$ cat src/rtl/fifo_push_arb_pkg.sv
// Shared definitions for the fifo push arbiter.
//   arb_state_e : ARB/LOCK states of the optional burst-lock FSM
//   idx_width() : width of a requester index
//   crd_width() : width of a credit count able to hold 0..FIFO_DEPTH
package fifo_push_arb_pkg;

    typedef enum logic {
        ARB  = 1'b0,
        LOCK = 1'b1
    } arb_state_e;

    function automatic int idx_width(input int num_req);
        return (num_req > 1) ? $clog2(num_req) : 1;
    endfunction

    function automatic int crd_width(input int depth);
        return $clog2(depth + 1);
    endfunction

endpackage

$ cat src/rtl/fifo_push_arbiter_rr_priority_select.sv
// Combinational rotate-priority picker.
//   i_req   : request vector
//   i_ptr   : index of the last winner; the search starts at i_ptr+1
//   o_grant : one-hot grant (zero when nothing requests)
//   o_idx   : binary index of the winner
//   o_any   : at least one request was granted
module rr_priority_select #(
    parameter int NUM_REQ = 4,
    parameter int IDX_W   = 2
) (
    input  logic [NUM_REQ-1:0] i_req,
    input  logic [IDX_W-1:0]   i_ptr,
    output logic [NUM_REQ-1:0] o_grant,
    output logic [IDX_W-1:0]   o_idx,
    output logic               o_any
);

    localparam int unsigned N = NUM_REQ;

    logic [IDX_W-1:0] cand;

    always_comb begin
        o_grant = '0;
        o_idx   = '0;
        o_any   = 1'b0;
        cand    = '0;
        // Offsets 1..N visit every index once, ending at the pointer itself.
        for (int unsigned off = 1; off <= N; off++) begin
            cand = IDX_W'((32'(i_ptr) + off) % N);
            if (!o_any && i_req[cand]) begin
                o_any         = 1'b1;
                o_grant[cand] = 1'b1;
                o_idx         = cand;
            end
        end
    end

endmodule

$ cat src/rtl/fifo_push_arbiter.sv
// Round-robin arbiter sharing one fifo write port among NUM_REQ producers,
// with credit-based flow control so a word is only granted when the fifo
// has a guaranteed free slot.
//   i_clk, i_rst      : clock, asynchronous active-high reset
//   i_req/i_req_data  : per-requester valid and data lane (lane k at k*DATA_WIDTH)
//   i_req_last        : last word of a burst (burst-lock build only)
//   o_grant           : one-hot grant, word k accepted this cycle
//   o_push/o_push_data/o_push_src : registered fifo write, one cycle after grant
//   i_fifo_pop        : copy of the fifo pop, returns credit
//   i_fifo_full       : fifo full, only used for the overflow check
//   o_credit          : free fifo slots not yet committed
//   o_err             : sticky overflow flag
// Build option: define FIFO_PUSH_ARB_LOCK_EN to hold the grant on one
// requester until it presents a word with i_req_last set.
module fifo_push_arbiter
    import fifo_push_arb_pkg::*;
#(
    parameter  int NUM_REQ    = 4,
    parameter  int DATA_WIDTH = 32,
    parameter  int FIFO_DEPTH = 128,
    localparam int IDX_W      = idx_width(NUM_REQ),
    localparam int CRD_W      = crd_width(FIFO_DEPTH)
) (
    input  logic                          i_clk,
    input  logic                          i_rst,
    input  logic [NUM_REQ-1:0]            i_req,
    input  logic [NUM_REQ*DATA_WIDTH-1:0] i_req_data,
    input  logic [NUM_REQ-1:0]            i_req_last,
    output logic [NUM_REQ-1:0]            o_grant,
    output logic                          o_push,
    output logic [DATA_WIDTH-1:0]         o_push_data,
    output logic [IDX_W-1:0]              o_push_src,
    input  logic                          i_fifo_pop,
    input  logic                          i_fifo_full,
    output logic [CRD_W-1:0]              o_credit,
    output logic                          o_err
);

    logic [NUM_REQ-1:0]    eligible;
    logic [NUM_REQ-1:0]    grant;
    logic [IDX_W-1:0]      win_idx;
    logic                  any_grant;
    logic                  pop_ok;

    logic [IDX_W-1:0]      ptr_q, ptr_d;
    logic                  push_q, push_d;
    logic [DATA_WIDTH-1:0] push_data_q, push_data_d;
    logic [IDX_W-1:0]      push_src_q, push_src_d;
    logic [CRD_W-1:0]      credit_q, credit_d;
    logic                  err_q, err_d;

`ifdef FIFO_PUSH_ARB_LOCK_EN
    arb_state_e            state_q, state_d;
    logic [IDX_W-1:0]      owner_q, owner_d;
`else
    logic                  unused_last;
    assign unused_last = ^i_req_last;
`endif

    always_comb begin
        eligible = (credit_q != '0) ? i_req : '0;
`ifdef FIFO_PUSH_ARB_LOCK_EN
        if (state_q == LOCK) begin
            eligible = eligible & (NUM_REQ'(1) << owner_q);
        end
`endif
    end

    rr_priority_select #(
        .NUM_REQ (NUM_REQ),
        .IDX_W   (IDX_W)
    ) u_rr_priority_select (
        .i_req   (eligible),
        .i_ptr   (ptr_q),
        .o_grant (grant),
        .o_idx   (win_idx),
        .o_any   (any_grant)
    );

    always_comb begin
        // A pop at full credit has nothing to return.
        pop_ok      = i_fifo_pop & (credit_q != CRD_W'(FIFO_DEPTH));
        ptr_d       = any_grant ? win_idx : ptr_q;
        push_d      = any_grant;
        push_data_d = push_data_q;
        push_src_d  = push_src_q;
        if (any_grant) begin
            push_data_d = i_req_data[win_idx*DATA_WIDTH +: DATA_WIDTH];
            push_src_d  = win_idx;
        end
        credit_d    = credit_q - CRD_W'(any_grant) + CRD_W'(pop_ok);
        err_d       = err_q | (push_q & i_fifo_full & ~i_fifo_pop);
`ifdef FIFO_PUSH_ARB_LOCK_EN
        state_d = state_q;
        owner_d = owner_q;
        case (state_q)
            ARB: begin
                if (any_grant && !i_req_last[win_idx]) begin
                    state_d = LOCK;
                    owner_d = win_idx;
                end
            end
            LOCK: begin
                // Pointer already sits on the owner, so the next burst rotates past it.
                if (any_grant && i_req_last[win_idx]) begin
                    state_d = ARB;
                end
            end
            default: state_d = ARB;
        endcase
`endif
    end

    always_ff @(posedge i_clk or posedge i_rst) begin
        if (i_rst) begin
            ptr_q       <= IDX_W'(NUM_REQ - 1);
            push_q      <= 1'b0;
            push_data_q <= '0;
            push_src_q  <= '0;
            credit_q    <= CRD_W'(FIFO_DEPTH);
            err_q       <= 1'b0;
`ifdef FIFO_PUSH_ARB_LOCK_EN
            state_q     <= ARB;
            owner_q     <= '0;
`endif
        end else begin
            ptr_q       <= ptr_d;
            push_q      <= push_d;
            push_data_q <= push_data_d;
            push_src_q  <= push_src_d;
            credit_q    <= credit_d;
            err_q       <= err_d;
`ifdef FIFO_PUSH_ARB_LOCK_EN
            state_q     <= state_d;
            owner_q     <= owner_d;
`endif
        end
    end

    assign o_grant     = grant;
    assign o_push      = push_q;
    assign o_push_data = push_data_q;
    assign o_push_src  = push_src_q;
    assign o_credit    = credit_q;
    assign o_err       = err_q;

endmodule
$ cat config.mk
export PLATFORM = sky130hd
export DESIGN_NAME = fifo_push_arbiter
export DESIGN_NICKNAME = d
export VERILOG_FILES = /design/src/rtl/fifo_push_arb_pkg.sv /design/src/rtl/fifo_push_arbiter_rr_priority_select.sv /design/src/rtl/fifo_push_arbiter.sv
export SDC_FILE = /design/constraint.sdc
export NUM_CORES = 1
export LEC_CHECK = 0
export CAP_MARGIN = 20
export CELL_PAD_IN_SITES_DETAIL_PLACEMENT = 0
export CELL_PAD_IN_SITES_GLOBAL_PLACEMENT = 2
export CORE_MARGIN = 8
export CORE_UTILIZATION = 27
export CTS_CLUSTER_SIZE = 8
export DETAILED_ROUTE_END_ITERATION = 12
export PLACE_DENSITY_LB_ADDON = 0.1
export SYNTH_ARGS = -nofsm -noshare
export SYNTH_HDL_FRONTEND = slang
export SYNTH_SLANG_ARGS = --single-unit
$ cat constraint.sdc
create_clock -name i_clk -period 6.1 [get_ports i_clk]
set_clock_uncertainty 0.2 [all_clocks]
set_input_delay 0.915 -clock i_clk [delete_from_list [all_inputs] [get_ports i_clk]]
set_output_delay 0.915 -clock i_clk [all_outputs]
set_load 0.005 [all_outputs]
==> impl_metrics.csv, run 1 <==
group,metric,value,unit
worst_setup_path,path_max_fanout,14,
sta,slew_viol_final,0,
clock_tree,clk_pin_slew_worst_paths,0.07,ns
detailed_routing,viasPerCell,5.52,
worst_hold_path,hold-path-endpoint,"o_push_src[0]",
sta,fin_crit,4.73,ns
sta,worst_hold_slack,0.278,ns
global_route,grt_first_pass_wirelength,28000,um
finish,nets,787,
floorplan,start_util,0.272,
finish,nFillCells,1715,
finish,layout_commonest_cell,"clkdlybuf4s50_1",
detailed_routing,drt_pass1_iterations,5,
detailed_routing,ant_nets,0,
finish,post-route-util,0.398,
synthesis,async_flop_share,1.00,
worst_setup_path,crit_path_start,"i_req[3]",
placement,place_congestion,0.739,
synthesis,yosysWarnings,0,
clock_tree,h-tree-depth,2,
floorplan,die_w,144,um
synthesis,synth_fp_nets,646,
clock_tree,cts_buffers,5,
power,p_per_area,613,mW/mm2
placement,placed_area,0.00636,mm2
worst_setup_path,r2r_cells,10,
synthesis,yosys-top-cells-area,"dfrtp_1 24%, a221o_1 14%, and3_1 8.9%",
worst_setup_path,crit_required,4.98,ns
placement,place_hpwl,11800,um
sta,fmax,212,MHz
detailed_routing,drt_iter0_markers,246,
floorplan,die_y,144,um
synthesis,ys.flop_type,"dfrtp_1",
synthesis,synth-edff-count,0,
finish,drive_above_1_share,0.101,
worst_setup_path,critPathArrivalTime,3.61,ns
worst_setup_path,path_class,"in2out",
clock_tree,postCtsHoldBufs,0,
floorplan,core_area,0.0163,mm2
global_route,grt_util_all_layers,0.172,
clock_tree,ctsResizeCount,0,
worst_setup_path,startpoint_type,"input port",
clock_tree,cts_root_buffer,"clkbuf_16",
synthesis,syn_area,0.00445,mm2
synthesis,ys_seq_area_frac,0.259,
power,totalPowerFinal,0.00399,W
synthesis,syn_inst,489,
detailed_routing,totalWireLength,18300,um
placement,io_buffers,183,
power,p_leak,2.68,nW
synthesis,yosysUniqueCellTypes,54,
sta,timing.slew.headroom,0.329,
sta,rsz0062_at_grt,"false",
worst_setup_path,critPathCaptureType,"output pin",
synthesis,yosys.area.top_type,"dfrtp_1",
detailed_routing,wl_per_cell,21.4,um
clock_tree,cts_tree,"yes",
global_route,grt_overflow,0,
floorplan,rows,47,
worst_setup_path,reg2reg_slack,1.96,ns
clock_tree,clock_latency,0.30,ns
clock_tree,cts.sinks,46,
power,peakVddDrop,0.000266,V
finish,postLayoutCellArea,0.00651,mm2
sta,tightest_slew,1.00,ns
worst_setup_path,regToRegStartpoint,"ptr_q[1]",
clock_tree,cts_setup_buffers,0,
floorplan,ios,188,
floorplan,die_area,0.0208,mm2
sta,fin_crit_sh,0.775,
job,drv_cap,0,
finish,final_cell_mix,"183 x clkdlybuf4s50_1, 63 x and3_1, 62 x a221o_1, 43 x a21oi_1, 43 x dfrtp_1",
synthesis,synth_top_area_frac,0.242,
global_route,grt_pass1_vias,4920,
global_route,antenna_found_initial,2,
outcome,status,"finished, final reports clean",
worst_hold_path,hold_start,"o_push_src[0]",
synthesis,avgSynthCellArea,9.10,um2
sta,setup_tns,0,ns
detailed_routing,vias,4700,
worst_hold_path,hold_class,"reg2reg",
sta,timing_hold_violations_final,0,
worst_setup_path,r2r-end,"o_push_data[13]",
worst_hold_path,hold_path_depth,1,
sta,finalSetupViolations,0,
finish,synthToLayoutAreaGrowth,46.2,%
global_route,grt_max_degree,83,
detailed_routing,drc,0,
clock_tree,cts_buffer_depth,2,
synthesis,synth_seq_cells,46,
where the power goes:
| group | leakage (nW) | switching (W) | internal [W] |
|---|---|---|---|
| logic | 2.09 | 0.00157 | 0.00153 |
| clock network | 0.0706 | 0.000131 | 0.000151 |
| registers | 0.526 | 0.000109 | 0.000495 |
cells in the mapped netlist (all sizes together) (2+ instances only):
library cell	number
and3	63
buf	39
or3b	2
inv	16
dfstp	3
o2bb2ai	2
nand2	11
o22a	2
a2111oi	2
dfrtp	43
a21oi	45
nor2	5
mux2	32
o31a	31
mux4	2
nand2b	3
ha	16
and2	2
clkbuf	23
a221o	62
mux2i	3
a22oi	8
nand4	32
o21ai	11
nor4	2
o21bai	2
o211ai	2
xnor2	3
a21o	3
xor2	3
critical path, cell delays in order:
cell and delay, ns:
clkdlybuf4s50_1 0.66, mux4_2 0.58, a21oi_2 0.15, nand2_1 0.15
a21oi_1 0.33, a22oi_1 0.16, o21ai_0 0.12, clkdlybuf4s50_1 0.55
metrics by stage:
| stage | instances | setup slack [ns] |
|---|---|---|
| final | 852 | 1.37 |
| after CTS | 850 | 1.42 |
| after global routing | 851 | 1.20 |
| after global placement | 841 | 1.50 |
| after detailed placement | 842 | 1.43 |
| after floorplan | 489 | 2.27 |
flip-flops by register name (all words and copies together), names as in the netlist:
register	count
o_credit	8
o_err	1
o_push	1
o_push_data	32
o_push_src	2
ptr_q	2
cell families after synthesis:
family / share of synthesized area
muxes: 0.0978
DFF: 0.259
adders and majority gates: 0.0495
and+or+nand+nor: 0.170
AOI/OAI and AO/OA: 0.319
xor gates and xnor gates: 0.0118
buffers and inverters: 0.0916
cell type report:
| cell class | count | area, um2 | area share |
|---|---|---|---|
| Antenna cell | 1 | 2.50 | 0.000385 |
| Clock buffer | 6 | 129 | 0.0198 |
| Clock inverter | 2 | 10.0 | 0.00154 |
| Inverter | 16 | 60.1 | 0.00923 |
| Multi-Input combinational cell | 365 | 2930 | 0.450 |
| Sequential cell | 46 | 1150 | 0.177 |
| Tap cell | 220 | 275 | 0.0423 |
| Timing Repair Buffer | 196 | 1950 | 0.300 |
worst max-delay path by stage:
stage / end / slack [ns] / depth (start not counted)
floorplan: o_credit[6] / 2.27 / 17
global placement: o_grant[1] / 1.50 / 7
detailed placement: o_grant[0] / 1.43 / 8
CTS: o_grant[0] / 1.42 / 8
global route: o_grant[3] / 1.20 / 8
finish: o_grant[1] / 1.37 / 8
layer usage:
metal / track usage / up-vias / share of wire
met4: 0.0350 / 4 / 0.0095
met1: 0.217 / 2292 / 0.44
met2: 0.284 / 145 / 0.48
met5: 0 / - / 0.00088
met3: 0.0505 / 16 / 0.074
li1: - / 2243 / -
(Power assumes the default switching activity.)
==> run 2: changes to the inputs <==
CORE_UTILIZATION = 22   (was 27)
clock period = 4.27 ns   (was 6.1 ns; I/O delays follow)
==> run 2 against run 1 <==
Against the previous run:
- final cell count increased by 6.2%
- critical path type is now reg2out
- largest cell class unchanged
- clock-buffer cell count grew 1
- register-to-register slack got worse by 1.6 ns
- die area up 20%
- sequential power up 41%
- core utilization decreased by 6.6 points
- clock power grew 68%
==> impl_metrics.csv, run 2 (synthesis results as in run 1) <==
group,metric,value,unit
worst_setup_path,r2r-end,"o_push_data[4]",
job,drv_cap,0,
global_route,use_met1,0.197,
worst_setup_path,critPathBufInv,3,
global_route,grt_first_pass_wirelength,30200,um
worst_setup_path,path_max_fanout,60,
placement,place_hpwl,12800,um
floorplan,die_area,0.0250,mm2
worst_setup_path,critPathCaptureType,"output pin",
global_route,grt_overflow,0,
power,peakVddDrop,0.000413,V
worst_hold_path,hold_start,"o_err",
placement,place_congestion,0.743,
sta,fin_crit_sh,0.933,
floorplan,ios,188,
global_route,busiest_layer,"met2",
worst_setup_path,r2r_cells,8,
detailed_routing,drc,0,
sta,setup_tns,0,ns
worst_setup_path,crit_family,"buffers and inverters",
worst_setup_path,critPathArrivalTime,3.14,ns
clock_tree,cts_root_buffer,"clkbuf_16",
floorplan,die_w,158,um
placement,preCtsSetupSlack,0.148,ns
global_route,grt_max_degree,67,
clock_tree,clk_pin_slew_worst_paths,0.07,ns
sta,tightest_slew,1.05,ns
global_route,antenna_found_initial,3,
finish,largest_register_ffs,32,
sta,fin_crit,3.98,ns
clock_tree,clock_latency,0.30,ns
finish,final_cell_mix,"183 x clkdlybuf4s50_1, 63 x and3_1, 62 x a221o_1, 43 x dfrtp_1, 42 x a21oi_1",
worst_hold_path,hold_class,"reg2reg",
worst_setup_path,cpMaxStageDelayCell,"buf_4",
power,totalPowerFinal,0.00590,W
floorplan,start_util,0.222,
finish,drive_above_1_share,0.112,
clock_tree,cts_buffer_depth,2,
finish,synthToLayoutAreaGrowth,49.7,%
worst_setup_path,reg2reg_slack,0.34,ns
global_route,grt_pass1_vias,5055,
global_route,grt_use_met2,0.257,
worst_setup_path,path_class,"reg2out",
sta,fin_ws,0.285,ns
worst_hold_path,hold-path-endpoint,"o_err",
worst_setup_path,crit_required,3.43,ns
global_route,grt_use_met3,0.0480,
finish,nets,791,
sta,fmax,251,MHz
detailed_routing,totalWireLength,19700,um
detailed_routing,vias,4788,
worst_setup_path,cp_cell_sequence,"buf_4 > buf_4 > nand2_1 > o32ai_1 > nand2_1 > a21oi_2 > a22oi_1 > o21ai_0 > clkdlybuf4s50_1",
floorplan,rows,52,
detailed_routing,drt_iter0_markers,258,
sta,timing.slew.headroom,0.295,
clock_tree,cts_tree,"yes",
clock_tree,h-tree-depth,2,
finish,nFillCells,2104,
power,p_leak,2.71,nW
clock_tree,cts.sinks,46,
finish,post-route-util,0.333,
sta,slew_viol_final,0,
floorplan,die_y,158,um
finish,seqCellArea,0.00115,mm2
clock_tree,cts_buffers,5,
floorplan,core_area,0.0200,mm2
detailed_routing,wl_per_cell,21.8,um
worst_setup_path,slowest_delay,0.59,ns
outcome,status,"finished, final reports clean",
worst_hold_path,hold_path_depth,1,
finish,insertedDiodeCount,0,
finish,multiInputGateArea,0.00296,mm2
clock_tree,postCtsHoldBufs,0,
detailed_routing,ant_nets,0,
global_route,grt_util_all_layers,0.156,
sta,timing_hold_violations_final,0,
power,p_per_area,885,mW/mm2
sta,rsz0062_at_grt,"false",
sta,finalSetupViolations,0,
detailed_routing,drt_pass1_iterations,4,
placement,io_buffers,183,
finish,layout_commonest_cell,"clkdlybuf4s50_1",
worst_setup_path,regToRegStartpoint,"ptr_q[0]",
worst_setup_path,startpoint_type,"flop",
detailed_routing,viasPerCell,5.29,
## run 2: cell count changes in the layout (fill, tap and decap cells not counted), sizes merged
cell,change
bufinv,+1
clkinv,-2
buf,+5
diode,-1
## run 2: how the worst max path moves through the flow
stage | startpoint | to | slack [ns] | cells past startpoint
3_3_place_gp | ptr_q[1] | o_grant[1] | 0.25 | 8
6_report | ptr_q[0] | o_grant[3] | 0.29 | 9
5_1_grt | ptr_q[0] | o_grant[1] | 0.06 | 9
2_1_floorplan | i_req[3] | o_credit[6] | 0.71 | 17
3_5_place_dp | i_req[1] | o_grant[3] | 0.15 | 7
4_1_cts | ptr_q[1] | o_grant[3] | 0.02 | 9
## run 2: layout make-up
cell class,instances,share of cell area
clock buffers,7,0.0199
clock inverters,1,0.00451
inverters,16,0.00901
multi-input cells,365,0.445
flip-flops and latches,46,0.173
well taps,270,0.0507
repair buffers,200,0.298
## run 2: through the flow
step	std cells	instance area, um2	hold WS (ns)
CTS	904	6640	0.281
detailed placement	896	6460	0.262
floorplan	489	4450	0.268
finish	905	6660	0.276
global route	905	6660	0.295
global placement	896	6460	0.260
## run 2: what timing repair did
| item | 4_1_cts | 5_1_grt |
|---|---|---|
| pin swaps | 0 | 0 |
| endpoints found under the setup margin | 4 | 4 |
| resized for setup | 2 | 3 |
| buffers inserted | 0 | 1 |
## run 2: power breakdown
part           leakage (nW)  switching, W  internal [W]
Clock                0.0781      0.000197      0.000278
Sequential            0.526      0.000146      0.000706
Combinational          2.11       0.00233       0.00225
## run 2: per-layer routing
metal  up-vias  wire length, um
met5         -               34
met4         6              172
met3        16             1380
met2       133             9360
met1      2386             8790
li1       2247                -
==> run 3: changes to the inputs <==
ABC_AREA = 1   (was default)
CORE_UTILIZATION = 18   (was 22)
==> run 3 against run 2 <==
Against the previous run:
- total power fell by 6.3%
- hold slack got worse by 0.0014 ns
- final cell count rose by 2.7%
- sequential share of layout area rose by 2.9 points
- non-clock buffer count fell by 9
- worst setup slack improved by 0.057 ns
- critical path type is now reg2reg
- largest cell class unchanged
- largest power group unchanged
==> impl_metrics.csv, run 3 <==
group,metric,value,unit
synthesis,async_flop_share,1.00,
synthesis,synth_fa_ha_area_frac,0.0634,
finish,synthToLayoutAreaGrowth,64.6,%
worst_setup_path,cpMaxStageDelayCell,"dfstp_2",
synthesis,synth-xor-area-share,0.0126,
clock_tree,cts_buffers,5,
sta,finalSetupViolations,0,
clock_tree,clk_pin_slew_worst_paths,0.07,ns
sta,setup_tns,0,ns
synthesis,synthSimpleGateAreaFrac,0.458,
power,p_leak,2.51,nW
clock_tree,ctsResizeCount,0,
worst_setup_path,cp_common_cell,"nor2_1",
clock_tree,h-tree-depth,2,
clock_tree,cts_tree,"yes",
sta,fmax,255,MHz
detailed_routing,vias,3980,
sta,tightest_slew,0.784,ns
worst_setup_path,crit_required,4.25,ns
synthesis,yosys-top-cells-area,"dfrtp_1 31%, nand3_1 25%, nand2_1 16%",
clock_tree,cts.sinks,46,
power,p_per_area,967,mW/mm2
global_route,grt_max_degree,65,
job,drv_cap,0,
floorplan,die_area,0.0240,mm2
finish,drive_above_1_share,0.0617,
worst_setup_path,path_class,"reg2reg",
placement,io_buffers,183,
sta,slew_viol_final,0,
finish,seqCellArea,0.00115,mm2
detailed_routing,ant_nets,0,
detailed_routing,drt_iter0_markers,151,
outcome,status,"finished, final reports clean",
worst_hold_path,hold_class,"reg2reg",
synthesis,avgSynthCellArea,6.97,um2
clock_tree,cts_setup_buffers,0,
global_route,grt_pass1_vias,4145,
synthesis,synth_seq_cells,46,
placement,place_congestion,0.759,
sta,fin_crit_sh,0.920,
synthesis,synth-compound-area-share,0.0472,
synthesis,synth_fp_nets,656,
synthesis,syn_area,0.00348,mm2
synthesis,yosysWarnings,0,
clock_tree,clock_latency,0.30,ns
floorplan,rows,51,
floorplan,ios,188,
synthesis,syn_inst,499,
detailed_routing,viasPerCell,4.28,
detailed_routing,drc,0,
worst_setup_path,cp_cell_sequence,"inv_1 > ha_1 > inv_1 > nand3_1 > nand2_2 > inv_2 > nor3_2 > nand2_2 > ha_1 > inv_1 > ha_1 > fa_1 > a21oi_1 > nor2_1 > nor2_1 > nor2_1 > nor2_1 > o21ai_0 > xor2_1",
floorplan,die_w,155,um
detailed_routing,drt_pass1_iterations,4,
finish,insertedDiodeCount,0,
global_route,grt_overflow,0,
global_route,grt_first_pass_wirelength,24200,um
worst_setup_path,startpoint_type,"flop",
synthesis,ys_top_cells_by_count,"174 x nand3_1, 150 x nand2_1, 43 x dfrtp_1, 22 x buf_2, 21 x inv_1",
synthesis,synth-edff-count,0,
synthesis,synth_top_family_by_area,"simple AND/OR/NAND/NOR gates",
synthesis,ys.flop_type,"dfrtp_1",
detailed_routing,wl_per_cell,17.0,um
detailed_routing,totalWireLength,15800,um
finish,layout_commonest_cell,"clkdlybuf4s50_1",
synthesis,yosysMostFrequentCell,"nand3_1",
clock_tree,cts_root_buffer,"clkbuf_16",
clock_tree,cts_buffer_depth,2,
worst_setup_path,slowest_delay,0.62,ns
finish,largest_register_ffs,32,
worst_setup_path,critPathArrivalTime,3.91,ns
synthesis,ys_seq_area_frac,0.332,
worst_setup_path,path_max_fanout,11,
finish,nets,820,
synthesis,muxShareOfSynthArea,0,
placement,preCtsSetupSlack,0.369,ns
sta,fin_ws,0.343,ns
floorplan,die_y,155,um
sta,timing.slew.headroom,0.477,
floorplan,core_area,0.0192,mm2
sta,worst_hold_slack,0.275,ns
sta,rsz0062_at_grt,"false",
synthesis,yosys.area.top_type,"dfrtp_1",
clock_tree,postCtsHoldBufs,0,
finish,nFillCells,2065,
global_route,grt_util_all_layers,0.130,
sta,timing_hold_violations_final,0,
synthesis,synth_top_area_frac,0.310,
power,peakVddDrop,0.000516,V
placement,place_hpwl,11400,um
floorplan,start_util,0.181,
global_route,antenna_found_initial,4,
synthesis,yosysUniqueCellTypes,31,
worst_setup_path,critPathCaptureType,"flop",
sta,fin_crit,3.93,ns
finish,multiInputGateArea,0.00204,mm2
finish,final_cell_mix,"183 x clkdlybuf4s50_1, 173 x nand3_1, 148 x nand2_1, 43 x dfrtp_1, 20 x inv_1",
==> run 3: area by class of cell <==
| type | instances | share of cell area |
|---|---|---|
| tap | 265 | 0.0580 |
| multi-input combinational | 394 | 0.357 |
| clock buffer | 5 | 0.0219 |
| timing repair buffer | 191 | 0.333 |
| inverter | 25 | 0.0164 |
| clock inverter | 3 | 0.0120 |
| sequential | 46 | 0.202 |
==> run 3: worst paths after layout <==
| path | start | end | slack [ns] | cells after the start |
|---|---|---|---|---|
| worst max-delay path | ptr_q[1] | o_credit[6] | 0.34 | 19 |
| min in group asynchronous | i_rst | o_push_data[12] | 0.61 | 2 |
| worst max register to register | ptr_q[1] | o_credit[6] | 0.34 | 19 |
| max in group asynchronous | i_rst | o_push_data[22] | 2.54 | 3 |
| worst min-delay path | o_push_src[1] | o_push_src[1] | 0.28 | 2 |
| worst min register to register | o_push_src[1] | o_push_src[1] | 0.28 | 2 |
==> run 3: critical path: cells and delay by family (launching register included) <==
kind,cells,cell delay [ns]
compound gates,2,0.28
buf+inv,4,0.40
flops,1,0.62
simple gates,8,0.89
fa+ha+maj,4,1.25
xor+xnor,1,0.16
==> run 3: routing by layer <==
layer / share of wire / GRT usage
met1: 0.45 / 0.162
met2: 0.45 / 0.206
met3: 0.088 / 0.0538
met4: 0.0095 / 0.0266
met5: 0.0023 / 0
==> run 3: per-stage QoR <==
step	total power, W	area [um2]	utilization	std cells
3_5_place_dp	0.00514	5530	0.288	921
2_1_floorplan	0.00367	3480	-	499
4_1_cts	0.00572	5720	0.298	929
5_1_grt	0.00622	5720	0.298	929
3_3_place_gp	0.00511	5530	0.288	921
6_report	0.00553	5720	0.298	929
==> run 3: logic make-up after synthesis <==
family	after synthesis
adder cells (fa/ha/maj)	17
flip-flops	46
AO/OA/AOI/OAI	27
XOR/XNOR	5
buffers and inverters	59
AND/OR/NAND/NOR	345
==> run 3: power by group <==
group          switching, W  internal, W
clock              0.000192     0.000337
sequential         0.000159     0.000732
combinational       0.00250      0.00161
total               0.00285      0.00268
